[config.mk]
export PLATFORM = sky130hd
export DESIGN_NAME = fetch_pc_unit_flat
export DESIGN_NICKNAME = d
export VERILOG_FILES = /design/src/rtl/fetch_pc_unit_pkg.sv /design/src/rtl/fetch_pc_unit_if.sv /design/src/rtl/fetch_pc_unit_next_pc_sel.sv /design/src/rtl/fetch_pc_unit.sv /design/src/flat_wrapper.sv
export SDC_FILE = /design/constraint.sdc
export NUM_CORES = 1
export LEC_CHECK = 0
export CORE_UTILIZATION = 35
export DETAILED_ROUTE_END_ITERATION = 12
export GPL_TIMING_DRIVEN = 0
export PLACE_DENSITY = 0.63
export SETUP_SLACK_MARGIN = 0.05
export SYNTH_ARGS = -nofsm -noshare
export SYNTH_HDL_FRONTEND = slang
export SYNTH_SLANG_ARGS = --single-unit
export TNS_END_PERCENT = 50
[constraint.sdc]
create_clock -name clk -period 3.7 [get_ports clk]
set_input_delay 0.37 -clock clk [delete_from_list [all_inputs] [get_ports clk]]
set_output_delay 0.37 -clock clk [all_outputs]
set_load 0.02 [all_outputs]
[src/rtl/fetch_pc_unit_pkg.sv]
// Shared definitions for the instruction-fetch stage and its decoder:
// FSM state encoding, primary opcode constants, the default reset PC and
// the branch-offset helper used by the next-PC selector.
package fetch_pc_unit_pkg;

    typedef enum logic [1:0] {
        ST_FETCH = 2'd0,
        ST_EXEC  = 2'd1,
        ST_HALT  = 2'd2
    } state_t;

    localparam logic [5:0] OP_J    = 6'b000010;
    localparam logic [5:0] OP_JAL  = 6'b000011;
    localparam logic [5:0] OP_BEQ  = 6'b000100;
    localparam logic [5:0] OP_BNE  = 6'b000101;
    localparam logic [5:0] OP_BLEZ = 6'b000110;

    localparam logic [31:0] RESET_PC_DEFAULT = 32'h0000_0000;

    // Word offset from a 16-bit branch immediate: sign-extend, then scale by 4.
    function automatic logic [31:0] branch_offset(input logic [15:0] imm);
        return {{14{imm[15]}}, imm, 2'b00};
    endfunction

endpackage

[src/rtl/fetch_pc_unit_if.sv]
// Instruction-memory fetch bus (req/ready handshake).
//   imem_req   : fetch request, driven by the fetch stage
//   imem_addr  : byte address of the word being fetched
//   imem_ready : memory has imem_rdata valid this cycle
//   imem_rdata : fetched instruction word
interface fetch_pc_unit_if;

    logic        imem_req;
    logic [31:0] imem_addr;
    logic        imem_ready;
    logic [31:0] imem_rdata;

    modport master (
        output imem_req,
        output imem_addr,
        input  imem_ready,
        input  imem_rdata
    );

    modport slave (
        input  imem_req,
        input  imem_addr,
        output imem_ready,
        output imem_rdata
    );

endinterface

[src/rtl/fetch_pc_unit_next_pc_sel.sv]
// Combinational next-PC selection for the EXEC slot.
//   i_pc, i_instruction     : current PC and the instruction being executed
//   i_pc_mux_2, i_pc_mux_3  : decoder PC selects (jump / register-indirect)
//   i_beq, i_bne, i_blez    : branch type of the current instruction
//   i_alu_equal, i_rs_lez   : datapath compare flags
//   i_rs_data               : JR target
//   o_next_pc               : selected next PC
//   o_misaligned            : next PC is not word aligned
module next_pc_sel
    import fetch_pc_unit_pkg::*;
(
    input  logic [31:0] i_pc,
    input  logic [31:0] i_instruction,
    input  logic        i_pc_mux_2,
    input  logic        i_pc_mux_3,
    input  logic        i_beq,
    input  logic        i_bne,
    input  logic        i_blez,
    input  logic        i_alu_equal,
    input  logic        i_rs_lez,
    input  logic [31:0] i_rs_data,
    output logic [31:0] o_next_pc,
    output logic        o_misaligned
);

    logic [31:0] w_pc_plus4;
    logic [31:0] w_jump_target;
    logic [31:0] w_branch_target;
    logic        w_branch_taken;
    logic        w_unused;

    assign w_pc_plus4      = i_pc + 32'd4;
    assign w_jump_target   = {w_pc_plus4[31:28], i_instruction[25:0], 2'b00};
    assign w_branch_target = w_pc_plus4 + branch_offset(i_instruction[15:0]);

    // Several branch flags at once are simply OR-ed together.
    assign w_branch_taken = (i_beq & i_alu_equal) | (i_bne & ~i_alu_equal) |
                            (i_blez & i_rs_lez);

    // Opcode bits are decoded upstream; they play no part in target selection.
    assign w_unused = &{1'b0, i_instruction[31:26]};

    // NOTE: every variable written in always_comb gets a default first, so no
    // path through the block can leave it unassigned and infer a latch.
    always_comb begin
        o_next_pc = w_pc_plus4;
        if (i_pc_mux_3) begin
            o_next_pc = i_rs_data;
        end else if (!i_pc_mux_2) begin
            o_next_pc = w_jump_target;
        end else if (w_branch_taken) begin
            o_next_pc = w_branch_target;
        end
    end

    assign o_misaligned = |o_next_pc[1:0];

endmodule

[src/rtl/fetch_pc_unit.sv]
// Instruction-fetch stage: owns the PC, fetches one word per slot over the
// imem handshake, presents it to the decoder for one EXEC cycle, then
// latches the next PC. Halt requests and misaligned targets park the stage
// in HALT until reset.
//   clk, rst_n          : clock, asynchronous active-low reset
//   imem                : instruction-memory fetch bus (master side)
//   instruction         : registered instruction presented to the decoder
//   instr_valid         : high during the EXEC cycle
//   pc                  : current PC
//   pc_mux_2, pc_mux_3  : decoder PC selects
//   blez, beq, bne      : decoder branch type
//   alu_equal, rs_lez   : datapath compare flags
//   rs_data             : JR target
//   halt_req            : current instruction is halt/syscall
//   halted, fault       : stage is in HALT / misaligned target seen (sticky)
//   retired             : count of completed EXEC slots
module fetch_pc_unit
    import fetch_pc_unit_pkg::*;
#(
    parameter logic [31:0] RESET_PC = RESET_PC_DEFAULT,
    parameter int          CNT_W    = 32
) (
    input  logic             clk,
    input  logic             rst_n,
    fetch_pc_unit_if.master  imem,
    output logic [31:0]      instruction,
    output logic             instr_valid,
    output logic [31:0]      pc,
    input  logic             pc_mux_2,
    input  logic             pc_mux_3,
    input  logic             blez,
    input  logic             beq,
    input  logic             bne,
    input  logic             alu_equal,
    input  logic             rs_lez,
    input  logic [31:0]      rs_data,
    input  logic             halt_req,
    output logic             halted,
    output logic             fault,
    output logic [CNT_W-1:0] retired
);

    localparam logic [CNT_W-1:0] CNT_ONE = {{(CNT_W-1){1'b0}}, 1'b1};

    state_t            r_state;
    state_t            w_next_state;
    logic [31:0]       r_pc;
    logic [31:0]       r_instruction;
    logic              r_fault;
    logic [CNT_W-1:0]  r_retired;

    logic [31:0]       w_next_pc;
    logic              w_misaligned;
    logic              w_pc_we;
    logic              w_fault_set;

    next_pc_sel u_next_pc_sel (
        .i_pc          (r_pc),
        .i_instruction (r_instruction),
        .i_pc_mux_2    (pc_mux_2),
        .i_pc_mux_3    (pc_mux_3),
        .i_beq         (beq),
        .i_bne         (bne),
        .i_blez        (blez),
        .i_alu_equal   (alu_equal),
        .i_rs_lez      (rs_lez),
        .i_rs_data     (rs_data),
        .o_next_pc     (w_next_pc),
        .o_misaligned  (w_misaligned)
    );

    // NOTE: state and datapath registers use non-blocking assignments so every
    // flop samples the pre-edge values, independent of statement order.
    always_ff @(posedge clk or negedge rst_n) begin
        if (!rst_n) begin
            r_state <= ST_FETCH;
        end else begin
            r_state <= w_next_state;
        end
    end

    always_comb begin
        w_next_state  = r_state;
        imem.imem_req = 1'b0;
        instr_valid   = 1'b0;
        halted        = 1'b0;
        w_pc_we       = 1'b0;
        w_fault_set   = 1'b0;
        case (r_state)
            ST_FETCH: begin
                imem.imem_req = 1'b1;
                if (imem.imem_ready) begin
                    w_next_state = ST_EXEC;
                end
            end
            ST_EXEC: begin
                instr_valid = 1'b1;
                // A halt request outranks both the fault check and the PC update.
                if (halt_req) begin
                    w_next_state = ST_HALT;
                end else if (w_misaligned) begin
                    w_next_state = ST_HALT;
                    w_fault_set  = 1'b1;
                end else begin
                    w_next_state = ST_FETCH;
                    w_pc_we      = 1'b1;
                end
            end
            ST_HALT: begin
                halted = 1'b1;
            end
            default: begin
                w_next_state = ST_FETCH;
            end
        endcase
    end

    always_ff @(posedge clk or negedge rst_n) begin
        if (!rst_n) begin
            r_pc          <= RESET_PC;
            r_instruction <= 32'h0;
            r_fault       <= 1'b0;
            r_retired     <= '0;
        end else begin
            if (r_state == ST_FETCH && imem.imem_ready) begin
                r_instruction <= imem.imem_rdata;
            end
            if (r_state == ST_EXEC) begin
                r_retired <= r_retired + CNT_ONE;
            end
            if (w_pc_we) begin
                r_pc <= w_next_pc;
            end
            if (w_fault_set) begin
                r_fault <= 1'b1;
            end
        end
    end

    assign imem.imem_addr = r_pc;
    assign instruction    = r_instruction;
    assign pc             = r_pc;
    assign fault          = r_fault;
    assign retired        = r_retired;

endmodule

[src/flat_wrapper.sv]
// flat-port wrapper written by rule: the top's interface ports become plain ports
module fetch_pc_unit_flat import fetch_pc_unit_pkg::*;
#(
    parameter logic [31:0] RESET_PC = RESET_PC_DEFAULT,
    parameter int          CNT_W    = 32
)
  (clk, rst_n, instruction, instr_valid, pc, pc_mux_2, pc_mux_3, blez, beq, bne, alu_equal, rs_lez, rs_data, halt_req, halted, fault, retired, imem_imem_req, imem_imem_addr, imem_imem_ready, imem_imem_rdata);
  fetch_pc_unit_if imem_i ();
  input  logic clk;
  input  logic rst_n;
  output logic [31:0] instruction;
  output logic instr_valid;
  output logic [31:0] pc;
  input  logic pc_mux_2;
  input  logic pc_mux_3;
  input  logic blez;
  input  logic beq;
  input  logic bne;
  input  logic alu_equal;
  input  logic rs_lez;
  input  logic [31:0] rs_data;
  input  logic halt_req;
  output logic halted;
  output logic fault;
  output logic [CNT_W-1:0] retired;
  output wire logic [$bits(imem_i.imem_req)-1:0] imem_imem_req;
  output wire logic [$bits(imem_i.imem_addr)-1:0] imem_imem_addr;
  input wire logic [$bits(imem_i.imem_ready)-1:0] imem_imem_ready;
  input wire logic [$bits(imem_i.imem_rdata)-1:0] imem_imem_rdata;
  assign imem_imem_req = imem_i.imem_req;
  assign imem_imem_addr = imem_i.imem_addr;
  assign imem_i.imem_ready = imem_imem_ready;
  assign imem_i.imem_rdata = imem_imem_rdata;
  fetch_pc_unit #(.RESET_PC(RESET_PC), .CNT_W(CNT_W)) u_core (.clk(clk), .rst_n(rst_n), .imem(imem_i), .instruction(instruction), .instr_valid(instr_valid), .pc(pc), .pc_mux_2(pc_mux_2), .pc_mux_3(pc_mux_3), .blez(blez), .beq(beq), .bne(bne), .alu_equal(alu_equal), .rs_lez(rs_lez), .rs_data(rs_data), .halt_req(halt_req), .halted(halted), .fault(fault), .retired(retired));
endmodule
# Word level (Yosys, flattened, before mapping)
# Index checks and enable logic that the tools add are counted.
# word_totals
word_cells,38
reg_bits,99
inputBits,75
output_inout_bits,132
# op_classes
n_bitwise,7
muxes,16
addsub,3
eq_ne,3
n_reduce_logical,4
# op_table
cell,n
$mux W32,3
$add A32 B1 Y32 const B,1
$add A32 B3 Y32 const B,1
$add A32 B32 Y32,1
$mux W1,9
$mux W2,3
$pmux W2 S3,1
$and A1 B1 Y1,3
$eq A2 B1 Y1 const B,1
$eq A2 B2 Y1 const B,1
$logic_not A2 Y1,1
$ne A2 B2 Y1 const B,1
$not A1 Y1,2
$or A1 B1 Y1,2
$reduce_and A2 Y1,1
$reduce_or A2 Y1,1
$logic_and A1 B1 Y1,1

# Depth between registers and ports, before layout
# Gate-level depths: netlist (run 1).
# logic_depth
word_depth,11
ltp_mapped,15
mapped_depth_nobuf,15

# Modules after synthesis
# Synthesis (run 1) repeated with hierarchy kept, for this count alone.
# unflattened
hier_cells,786
hier_area_um2,7384.6
# by_module_without_submodules
module,seq_area_each_um2,area_each_um2,n_inst,cells_per_inst
fetch_pc_unit,2477.4,4269.1,1,314
next_pc_sel,0.0,3115.5,1,472

# Least setup slack after synthesis (run 1)
# OpenSTA, ideal clock, no wires.
# synth_path
path_type,register to register
from,register u_core.r_pc[4] (netlist: u_core.imem.imem_addr[4])
to,register u_core.r_pc[30] (netlist: u_core.imem.imem_addr[30])
n_path_buf,0
stages_incl_launch_ff,14
required_time_ps,3618
arrival_ps,3580
setup_time_ps,82
period_less_slack_ps,3662
slack_ps,38
cell_sequence,dfrtp_1 nand4_2 or3_2 nor2_1 nand2_1 xnor2_1 ha_1 a21o_1 a21o_1 a221oi_1 o21ai_0 a21o_1 or4b_1 a31oi_1
# synth_between
elab_chain_cells,5
# synth_lines
element,line_no,rtl
"start, declared",fetch_pc_unit.sv:47,logic [31:0] r_pc;
"start signal, assigned",fetch_pc_unit.sv:132,r_pc <= w_next_pc;
$add A32 B3 Y32 *,fetch_pc_unit_next_pc_sel.sv:32,assign w_pc_plus4 = i_pc + 32'd4;
$add A32 B32 Y32,fetch_pc_unit_next_pc_sel.sv:34,assign w_branch_target = w_pc_plus4 + branch_offset(i_instruction[15:0]);
$mux W32,fetch_pc_unit_next_pc_sel.sv:51,end else if (w_branch_taken) begin
$mux W32 *,fetch_pc_unit_next_pc_sel.sv:49,end else if (!i_pc_mux_2) begin
$mux W32 *,fetch_pc_unit_next_pc_sel.sv:47,if (i_pc_mux_3) begin
# Mark *: on every way between the ends. The rest lies on a longest branch, timed or not.
# A chain may end at the register's enable or synchronous reset.

# Worst setup path after layout (run 1)
# layout_path
from,register u_core.r_pc[6] (netlist: u_core.imem.imem_addr[6])
to,register u_core.r_pc[29] (netlist: u_core.imem.imem_addr[29])
# The elaborated chain is that of the path after synthesis.

==> results of run 1 <==
[cell usage after synthesis (4+ instances only)]
library cell,number
a211o_1,4
a211oi_1,16
a21o_1,18
a21oi_1,51
a221o_1,4
a221oi_1,4
a311oi_1,4
a31oi_1,9
and2_1,4
and3_1,18
and4_1,9
buf_2,6
buf_4,32
clkbuf_1,18
dfrtp_1,99
ha_1,38
inv_1,14
mux2_2,36
nand2_1,81
nand2b_1,4
nand3_1,38
nand4_1,13
nor2_1,58
nor2b_1,4
nor3_1,7
nor4_1,4
o211ai_1,6
o21ai_0,38
o22ai_1,9
or3_1,4
xnor2_1,56
xor2_1,26
[kinds of logic after synthesis]
logic type | count (synthesis)
adder cells (fa/ha/maj) | 39
buffers and inverters | 74
XOR/XNOR | 82
flip-flops | 99
AO/OA/AOI/OAI | 192
AND/OR/NAND/NOR | 257
multiplexers | 38
[worst min path at each step]
stage	to	slack (ps)
final	u_core.retired[31]$_DFFE_PN0P_	470
after global routing	u_core.retired[31]$_DFFE_PN0P_	500
after CTS	u_core.retired[31]$_DFFE_PN0P_	480
after detailed placement	u_core.instruction[3]$_DFFE_PN0P_	360
after global placement	u_core.fault$_DFFE_PN0P_	450
after floorplan	u_core.fault$_DFFE_PN0P_	70
[power groups by stage]
stage / logic (mW) / clock network (mW) / registers [mW]
floorplan: 3.54 / 0 / 2.37
global placement: 5.83 / 0 / 2.13
detailed placement: 5.88 / 0 / 2.13
CTS: 6.16 / 1.05 / 2.06
global route: 7.09 / 1.10 / 2.15
finish: 6.58 / 1.03 / 2.08
[cell type report]
class	count	share of cell area, %
clock buffers	9	2.19
well taps	265	3.22
multi-input cells	608	42.8
flip-flops and latches	99	24.3
clock inverters	7	0.888
repair buffers	240	22.7
inverters	15	0.547
plain buffers	58	3.37
[flip-flops by register name (all words and copies together), names as in the netlist]
register / cells
u_core.fault: 1
u_core.imem.imem_addr: 32
u_core.instruction: 32
u_core.r_state: 2
u_core.retired: 32
[layer usage]
| layer | vias to the layer above | part of all wire [%] | GRT usage (%) |
|---|---|---|---|
| li1 | 3313 | - | - |
| met1 | 3355 | 44 | 32.3 |
| met2 | 291 | 46 | 37.0 |
| met3 | 40 | 8.1 | 4.70 |
| met4 | 0 | 2.6 | 9.25 |
| met5 | - | 0 | 0 |
[what timing repair did]
action                                 4_1_cts  5_1_grt
hold buffers                                 1        0
gates resized for setup                     21       32
endpoints found under the hold margin       32        0
setup buffers                               14       18
setup endpoints to repair                   13       13
pin swaps                                    4       18
[through the flow]
| step | worst slack (ps) | hold WS, ps | instances | total power, mW | cell area (sq um) |
|---|---|---|---|---|---|
| after floorplan | 81.2 | 74.4 | 781 | 5.91 | 7070 |
| after global placement | -2130 | 451 | 1252 | 7.96 | 9470 |
| after detailed placement | -630 | 361 | 1253 | 8.01 | 9490 |
| after CTS | 12.3 | 478 | 1283 | 9.27 | 9990 |
| after global routing | -25.0 | 503 | 1301 | 10.3 | 10300 |
| final | 133 | 473 | 1301 | 9.69 | 10300 |
[cell usage in the layout (no fill, tap or decap), drive strengths merged, types with 36 or more instances in the layout]
cell type	instances
nor2	58
ha	38
nand3	38
nand2	81
o21ai	40
a21oi	51
xnor2	56
buf	74
clkdlybuf4s50	205
mux2	36
dfrtp	99
==> summary.txt, run 1 <==
Yosys
  – Biggest area consumer among synthesized cells: dfrtp_1
  – Top FF cell, synth: dfrtp_1
  – Dominant combinational cell family by area after synthesis: compound AO/OA/AOI/OAI gates
  – Complex-gate fraction of the synthesized area: between 10% and 20%
  – Adder-cell share of the synthesized area: approximately 7.0%
  – Post-Synth Simple-Gate Area: between 15 and 20%
  – Register area share after synthesis: 35.0%
  – Post-synthesis mux area share: between 6 and 7%
  – Flops & latches, synth: 99
  – Synth Area in XOR/XNOR: slightly above 10%
  – Ys async rst share: 100%
  – Post-synthesis cell area: between 0.007 and 0.008 sq mm
  – Distinct cells, synth: between 60 and 70
  – Share of the synthesized area in the top cell type: between 30% and 40%
  – Syn Inst Count: between 700 and 800
  – Yosys Warn Count: 0
  – Post-synth EDFFs: 0
  – Avg Cell Area, Syn: around 9 sq um
  – Net count after synthesis: between 800 and 900
  – Synth top area cells: dfrtp_1 (35%), xnor2_1 (6.9%), ha_1 (6.7%)

Finish
  – Final #Nets: 1,145
  – Synthesis-to-finish area growth: 45.5%
  – Proportion of layout cells with a drive suffix above 1: around 17%
  – Filler cells: approximately 1.9k
  – Register area: between 0.002 and 0.0025 sq mm
  – Multi-input gate area: roughly 0.0044 sq mm
  – Final Util: 52.3%
  – Ant. Diodes: 0

Pwr
  – Internal: 5.17 mW
  – Switching share of total power: between 40% and 50%
  – Logic gate share of total power: 67.9%
  – Clock share of power: 10.6%
  – Switching pwr: approximately 4.5 mW
  – Part of the power in registers: a little over a fifth
  – Power Density: 942 mW/mm^2
  – Maximum vdd drop: roughly 540 uV
  – Pleak: about 4.3 nW

Routing
  – Detail Route Antenna Nets: 0
  – Via Count: about 7k
  – Number of DRC markers in iteration 0: 443
  – First-pass DRT Iterations: 4
  – DRC viols: 0
  – Wire per inst: around 19 um
  – Vias/cell: about 5.4
  – Routed wire length: between 20,000 and 25,000 um

Timing
  – Fmax: around 280 MHz
  – Setup-failing EPs final: 0
  – Min cycle time layout: 3570 ps
  – Max-slew headroom: around 21%
  – Worst-margin pin slew: 1170 ps
  – Ratio of final minimum period to clock period: just under 100%
  – Final Hold Viols: 0
  – Unrepaired setup endpoints after global routing: true
  – Worst Skew: ~9.1 ps
  – Final-report max-slew violation count: 0
  – Setup TNS: 0 ps

Setup path
  – Reg2reg end: u_core.imem.imem_addr[29]$_DFFE_PN0P_
  – Worst-case reg-to-reg path depth: 13
  – R2r startpoint: u_core.imem.imem_addr[6]$_DFFE_PN0P_
  – CP cell instances: nand4_4 > or4_4 > buf_4 > nor2_1 > xor2_2 > ha_4 > nand3_1 > o21ai_0 > a21oi_1 > o31ai_4 > a2111oi_4 > o31ai_1 > nor3_2
  – End of the critical path: u_core.imem.imem_addr[29]$_DFFE_PN0P_
  – Worst endpoint required time: ~4000 ps
  – Crit. Startpoint: u_core.imem.imem_addr[6]$_DFFE_PN0P_
  – Worst setup EP type: flip-flop
  – Largest stage delay, worst path: 590 ps
  – WP data arrival: roughly 3900 ps
  – CP Launch Type: flip-flop
  – Critical path class: reg -> reg
  – Delay-heaviest family, CP: simple AND/OR/NAND/NOR gates
  – R2R setup slack: 130 ps
  – Worst Path Buf+Inv: 1
  – Critical path fanouts, max: 6
  – Instance count on the critical path: 13
  – CP max-delay cell: or4_4

Global routing
  – Initial antenna violation count: 0
  – Gr usage total: 23.8%
  – First-pass GRT wire length: 37,200 um
  – Vias in the first global route: ~6.6k
  – GRT Residual Overflow: 0
  – Largest net degree at the start of global routing: 68

Clock tree
  – H-tree depth: 3
  – CTS root buffer: clkbuf_16
  – CTS buffer count: 9
  – Clk Latency, worst-skew pair: 360 ps
  – Sink Count: about 100
  – TritonCTS clock tree: yes
  – CTS Buffer Depth: 2
  – Clock-pin transition on the worst setup and hold timing paths: around 80 ps

Die
  – Starting density of the core: between 30% and 40%
  – DIE WIDTH: 144 um
  – I/O pin cnt: 207
  – Placeable core area: between 0.015 and 0.02 sq mm
  – # rows: just over 50
  – Die height: approximately 140 um
  – Die area: around 0.021 sq mm

Placed design
  – DP HPWL: 18,300 um
  – Input/output buffers: around 210
  – GP Congestion: around 0.89

Min path
  – Tightest Hold Check Type: reg -> reg
  – Hold Path Cell Cnt: 1
  – Hold_sp: u_core.retired[31]$_DFFE_PN0P_

Outcome
  – Run status: finished clean

Flow run
  – Max Cap Violations: 0
No activity file was read; power rests on OpenSTA's default activity.
==> run 2: changes to the inputs <==
DONT_BUFFER_PORTS = 1   (was not set)
PLACE_DENSITY = 0.5   (was 0.63)
SKIP_CTS_REPAIR_TIMING = 1   (was not set)
==> summary.txt, run 2 (same netlist as run 1, synthesis figures left out) <==
Min path
  – Tightest Hold Check Type: in -> reg

Global routing
  – GRT Residual Overflow: 0 (unchanged)
  – Vias in the first global route: 6,005 (-9.6%)
  – Initial antenna violation count: 0 (unchanged)
  – Gr usage total: 22.8% (-0.98 points)
  – First-pass GRT wire length: 35,200 um (-5.4%)
  – Largest net degree at the start of global routing: 100 (+47%)

Timing
  – Max-slew headroom: 8.90% (-13 points)
  – Worst-margin pin slew: 1360 ps (+187 ps)
  – Setup-failing EPs final: 1 (+1)
  – Unrepaired setup endpoints after global routing: true
  – Final-report max-slew violation count: 0 (unchanged)
  – Final WS setup: -8.29 ps (-141 ps)
  – Worst Skew: 12.3 ps (+3.19 ps)
  – Final Hold Viols: 0 (unchanged)
  – Fmax: 270 MHz (-3.8%)
  – Min cycle time layout: 3710 ps (+141 ps)
  – Ratio of final minimum period to clock period: 100% (+3.8 points)
  – Worst hold slack: 148 ps (-324 ps)

Finish
  – Most frequent cells in the layout: dfrtp_1 (83), nand2_1 (79), nor2_1 (55)
  – Commonest non-fill, non-tap cell in the layout: dfrtp_1
  – Final #Nets: 926 (-19%)
  – Proportion of layout cells with a drive suffix above 1: 22.4% (+5.0 points)
  – Final Util: 41.9% (-10 points)
  – Synthesis-to-finish area growth: 16.5%
  – Design area: 0.00824 sq mm (-20%)
  – Cell Count, Final, Fillers Out: 1,083 (-17%)

Setup path
  – Worst Path Buf+Inv: 0 (-1)
  – WP data arrival: 4010 ps (+160 ps)
  – CP max-delay cell: or4_4
  – CP Launch Type: flip-flop
  – Critical path class: reg -> reg
  – Delay-heaviest family, CP: simple AND/OR/NAND/NOR gates
  – CP cell instances: nand4_4 > or4_4 > xnor2_4 > ha_4 > a21o_1 > o21bai_4 > or3_4 > o211ai_1 > nand2_1 > a211oi_2 > mux2_4 > nand3_2
  – Worst setup EP type: flip-flop
  – Critical path fanouts, max: 7 (+1)
  – Worst endpoint required time: 4000 ps (+20 ps)
  – Largest stage delay, worst path: 570 ps (-20 ps)

Placed design
  – Input/output buffers: 0 (-100%)
  – Dpl cells: 1,046 (-17%)
  – Placed inst area: 0.00740 sq mm (-22%)
  – GP Congestion: 0.912 (+2.6%)
  – DP HPWL: 17,900 um (-2.5%)

Clock tree
  – Clock-pin transition on the worst setup and hold timing paths: 80 ps (about the same)
  – CTS root buffer: clkbuf_16
  – CTS buffer count: 9 (unchanged)
  – Sink Count: 99 (unchanged)
  – CTS Buffer Depth: 2 (unchanged)
  – H-tree depth: 3 (unchanged)
  – TritonCTS clock tree: yes
  – Clk Latency, worst-skew pair: 360 ps (about the same)

Die
  – Placeable core area: 0.0197 sq mm (unchanged)
  – Die area: 0.0208 sq mm (unchanged)
  – Starting density of the core: 36.0% (unchanged)
  – DIE WIDTH: 144 um (unchanged)
  – Die height: 144 um (unchanged)
  – I/O pin cnt: 207 (unchanged)
  – # rows: 51 (unchanged)

Pwr
  – Overall Power: 8.66 mW (-11%)
  – Pleak: 3.48 nW (-19%)
  – Maximum vdd drop: 478 uV (-11%)
  – Power Density: 1050 mW/mm^2 (+12%)

Routing
  – Vias/cell: 5.84 (+8.5%)
  – Number of DRC markers in iteration 0: 456 (+2.9%)
  – Wire per inst: 22.2 um (+18%)
  – Routed wire length: 24,100 um (-2.1%)
  – Via Count: 6,321 (-9.7%)
  – DRC viols: 0 (unchanged)
  – First-pass DRT Iterations: 6 (+2)
  – Detail Route Antenna Nets: 0 (unchanged)

Flow run
  – Max Cap Violations: 0 (unchanged)

Outcome
  – Run status: complete, but fails checks
  – Failing checks: negative setup slack
[run 2: cell count changes in the layout (fill, tap and decap cells not counted), sizes merged]
cell	previous run	this run
buf	74	58
bufinv	1	0
clkbuf	27	29
clkdlybuf4s50	205	0
clkinv	2	6
clkinvlp	1	0
diode	0	1
inv	18	16
[run 2: layout make-up]
cell class / instances / area, sq um
Fill cell: 1988 / 11400
Multi-Input combinational cell: 608 / 4500
Sequential cell: 99 / 2500
Buffer: 58 / 347
Tap cell: 265 / 332
Clock buffer: 9 / 225
Timing Repair Buffer: 21 / 188
Clock inverter: 7 / 93.8
Inverter: 15 / 56.3
Antenna cell: 1 / 2.50
[run 2: layer usage]
metal  up-vias  global-route usage, %  share of wire, %
met2       297                   36.8                47
met4         0                   6.81               2.2
li1       2868                      -                 -
met3        34                   4.70               6.8
met5         -                      0                 0
met1      3122                   30.6                44
[run 2: power breakdown]
| group | total [mW] | internal [mW] | switching [mW] |
|---|---|---|---|
| Clock | 1.00 | 0.489 | 0.512 |
| Combinational | 4.96 | 2.25 | 2.71 |
| Sequential | 2.70 | 1.46 | 1.24 |
| Total | 8.66 | 4.20 | 4.46 |
[run 2: path summary, 6_finish.rpt]
path	from	to	slack, ps	cells after the start
worst max-delay path	u_core.imem.imem_addr[12]$_DFFE_PN0P_	u_core.imem.imem_addr[24]$_DFFE_PN0P_	-8	12
worst min-delay path	imem_imem_rdata[12]	u_core.instruction[12]$_DFFE_PN0P_	150	1
worst max register to register	u_core.imem.imem_addr[12]$_DFFE_PN0P_	u_core.imem.imem_addr[24]$_DFFE_PN0P_	-8	12
worst min register to register	u_core.fault$_DFFE_PN0P_	u_core.fault$_DFFE_PN0P_	620	1
max in group asynchronous	rst_n	u_core.imem.imem_addr[24]$_DFFE_PN0P_	2690	2
min in group asynchronous	rst_n	u_core.instruction[5]$_DFFE_PN0P_	580	2
[run 2: through the flow]
stage / worst slack (ps) / TNS, ps
6_report: -8.29 / -8.29
2_1_floorplan: 81.2 / 0
3_3_place_gp: -925 / -7070
5_1_grt: -140 / -389
3_5_place_dp: -994 / -8020
4_1_cts: -1020 / -8290
==> run 3: changes to the inputs <==
CORE_ASPECT_RATIO = 2   (was not set)
==> summary.txt, run 3 (same netlist as run 1, synthesis figures left out) <==
Outcome
  – Run status: complete, but fails checks
  – Failing checks: negative setup slack

Global routing
  – Met1 usage: 24.5% (-6.1 points)
  – GRT busiest layer: met2
  – First-pass GRT wire length: 37,400 um (+6.2%)
  – Vias in the first global route: 6,359 (+5.9%)
  – Met3 Resource Use GR: 6.37% (+1.7 points)
  – Initial antenna violation count: 4 (+4)
  – Gr usage total: 25.0% (+2.2 points)
  – GR Util met2: 45.0% (+8.3 points)
  – Largest net degree at the start of global routing: 100 (unchanged)
  – GRT Residual Overflow: 0 (unchanged)

Routing
  – DRC viols: 0 (unchanged)
  – Vias/cell: 5.86 (+0.47%)
  – Wire per inst: 23.8 um (+7.3%)
  – First-pass DRT Iterations: 7 (+1)
  – Routed wire length: 26,100 um (+8.5%)
  – Number of DRC markers in iteration 0: 287 (-37%)
  – Via Count: 6,421 (+1.6%)
  – Detail Route Antenna Nets: 0 (unchanged)

Clock tree
  – TritonCTS clock tree: yes
  – CTS root buffer: clkbuf_16
  – Clock-pin transition on the worst setup and hold timing paths: 90 ps (about the same)
  – CTS buffer count: 9 (unchanged)
  – H-tree depth: 3 (unchanged)
  – Sink Count: 99 (unchanged)
  – Clk Latency, worst-skew pair: 380 ps (+20 ps)
  – CTS Buffer Depth: 2 (unchanged)

Pwr
  – Overall Power: 8.97 mW (+3.6%)
  – Power Density: 1070 mW/mm^2 (+1.4%)
  – Clock share of power: 11.2% (-0.4 points)
  – Maximum vdd drop: 380 uV (-21%)
  – Pleak: 3.57 nW (+2.5%)
  – Logic gate share of total power: 58.0% (+0.7 points)
  – Internal: 4.39 mW (+4.6%)
  – Switching pwr: 4.58 mW (+2.7%)
  – Switching share of total power: 51.0% (-0.46 points)
  – Part of the power in registers: 30.7% (-0.4 points)

Timing
  – Worst-margin pin slew: 1240 ps (-112 ps)
  – Setup-failing EPs final: 3 (+2)
  – Final-report max-slew violation count: 0 (unchanged)
  – Min cycle time layout: 3960 ps (+250 ps)
  – Final Hold Viols: 0 (unchanged)
  – Unrepaired setup endpoints after global routing: true
  – Setup TNS: -285 ps (-276 ps)
  – Max-slew headroom: 17.1% (+8.2 points)
  – Worst Skew: 19.4 ps (+7.10 ps)
  – Ratio of final minimum period to clock period: 107% (+6.7 points)
  – Final WS setup: -258 ps (-250 ps)
  – Fmax: 253 MHz (-6.3%)

Die
  – DIE WIDTH: 103 um (-29%)
  – Placeable core area: 0.0198 sq mm (+0.85%)
  – Die area: 0.0208 sq mm (+0.17%)
  – Starting density of the core: 35.7% (-0.30 points)
  – Die height: 203 um (+41%)
  – # rows: 73 (+43%)
  – I/O pin cnt: 207 (unchanged)

Setup path
  – WP data arrival: 4270 ps (+260 ps)
  – CP Launch Type: flip-flop
  – Critical path fanouts, max: 6 (-1)
  – Worst setup EP type: flip-flop
  – Crit. Startpoint: u_core.imem.imem_addr[14]$_DFFE_PN0P_
  – R2r startpoint: u_core.imem.imem_addr[14]$_DFFE_PN0P_
  – Worst endpoint required time: 4010 ps (about the same)
  – Critical path class: reg -> reg

Min path
  – Hold_sp: imem_imem_rdata[15]
  – Tightest Hold Check Type: in -> reg

Placed design
  – Placed inst area: 0.00740 sq mm (about the same)
  – GP Congestion: 0.921 (+1.0%)
  – Input/output buffers: 0 (unchanged)
  – Dpl cells: 1,043 (-0.29%)
  – DP HPWL: 19,500 um (+9.4%)

Finish
  – Most frequent cells in the layout: dfrtp_1 (84), nand2_1 (79), buf_4 (63)
  – Final Util: 42.5% (+0.57 points)
  – Synthesis-to-finish area growth: 19.1%
  – Proportion of layout cells with a drive suffix above 1: 25.3% (+2.9 points)
  – Final #Nets: 940 (+1.5%)
  – Filler cells: 1,965 (-1.2%)
  – Design area: 0.00842 sq mm (+2.2%)
  – Commonest non-fill, non-tap cell in the layout: dfrtp_1
  – Cell Count, Final, Fillers Out: 1,095 (+1.1%)

Flow run
  – Max Cap Violations: 0 (unchanged)
run 3: through the flow:
stage | setup slack (ps) | hold slack (ps)
after floorplan | 81.2 | 74.4
after detailed placement | -1060 | 77.5
final | -258 | 132
after CTS | -1080 | -337
after global placement | -1020 | 77.2
after global routing | -224 | 125
run 3: area by class of cell:
class                      instances  area [sq um]  area share, %
antenna                            2          5.00         0.0594
buffer                            58           347           4.11
clock buffer                      10           239           2.84
clock inverter                     6          70.1          0.832
inverter                          15          56.3          0.668
multi-input combinational        608          4600           54.6
sequential                        99          2500           29.7
tap                              262           328           3.89
timing repair buffer              35           280           3.33
run 3: power by group through the flow:
stage | clock [mW] | combinational, mW | sequential [mW]
after floorplan | 0 | 3.54 | 2.37
after detailed placement | 0 | 4.32 | 2.70
final | 1.01 | 5.21 | 2.76
after CTS | 1.03 | 4.34 | 2.68
after global routing | 1.07 | 5.67 | 2.83
after global placement | 0 | 4.25 | 2.68
run 3: per-layer routing:
metal | vias up | share of wire, % | routed length (um)
met2 | 314 | 54 | 14000
met1 | 3112 | 33 | 8520
met4 | 4 | 6.5 | 1690
met3 | 92 | 7.1 | 1860
li1 | 2899 | - | -
met5 | - | 0.069 | 18
run 3: path summary, 6_finish.rpt:
| check | to | slack, ps | depth (start not counted) |
|---|---|---|---|
| worst min register to register | u_core.fault$_DFFE_PN0P_ | 630 | 1 |
| worst max-delay path | u_core.imem.imem_addr[24]$_DFFE_PN0P_ | -260 | 12 |
| min in group asynchronous | u_core.retired[25]$_DFFE_PN0P_ | 550 | 2 |
| max in group asynchronous | u_core.imem.imem_addr[12]$_DFFE_PN0P_ | 2630 | 2 |
| worst min-delay path | u_core.instruction[15]$_DFFE_PN0P_ | 130 | 1 |
| worst max register to register | u_core.imem.imem_addr[24]$_DFFE_PN0P_ | -260 | 12 |
run 3: worst max-delay path, cell delays in order (launching register included):
cell,delay (ps)
dfrtp_2,550
nand4_4,180
or4_4,630
xnor2_4,230
ha_4,250
a21o_1,170
o21bai_4,180
or3_4,390
o211ai_1,380
nand2_1,180
a211oi_2,340
mux2_4,340
nand3_2,70
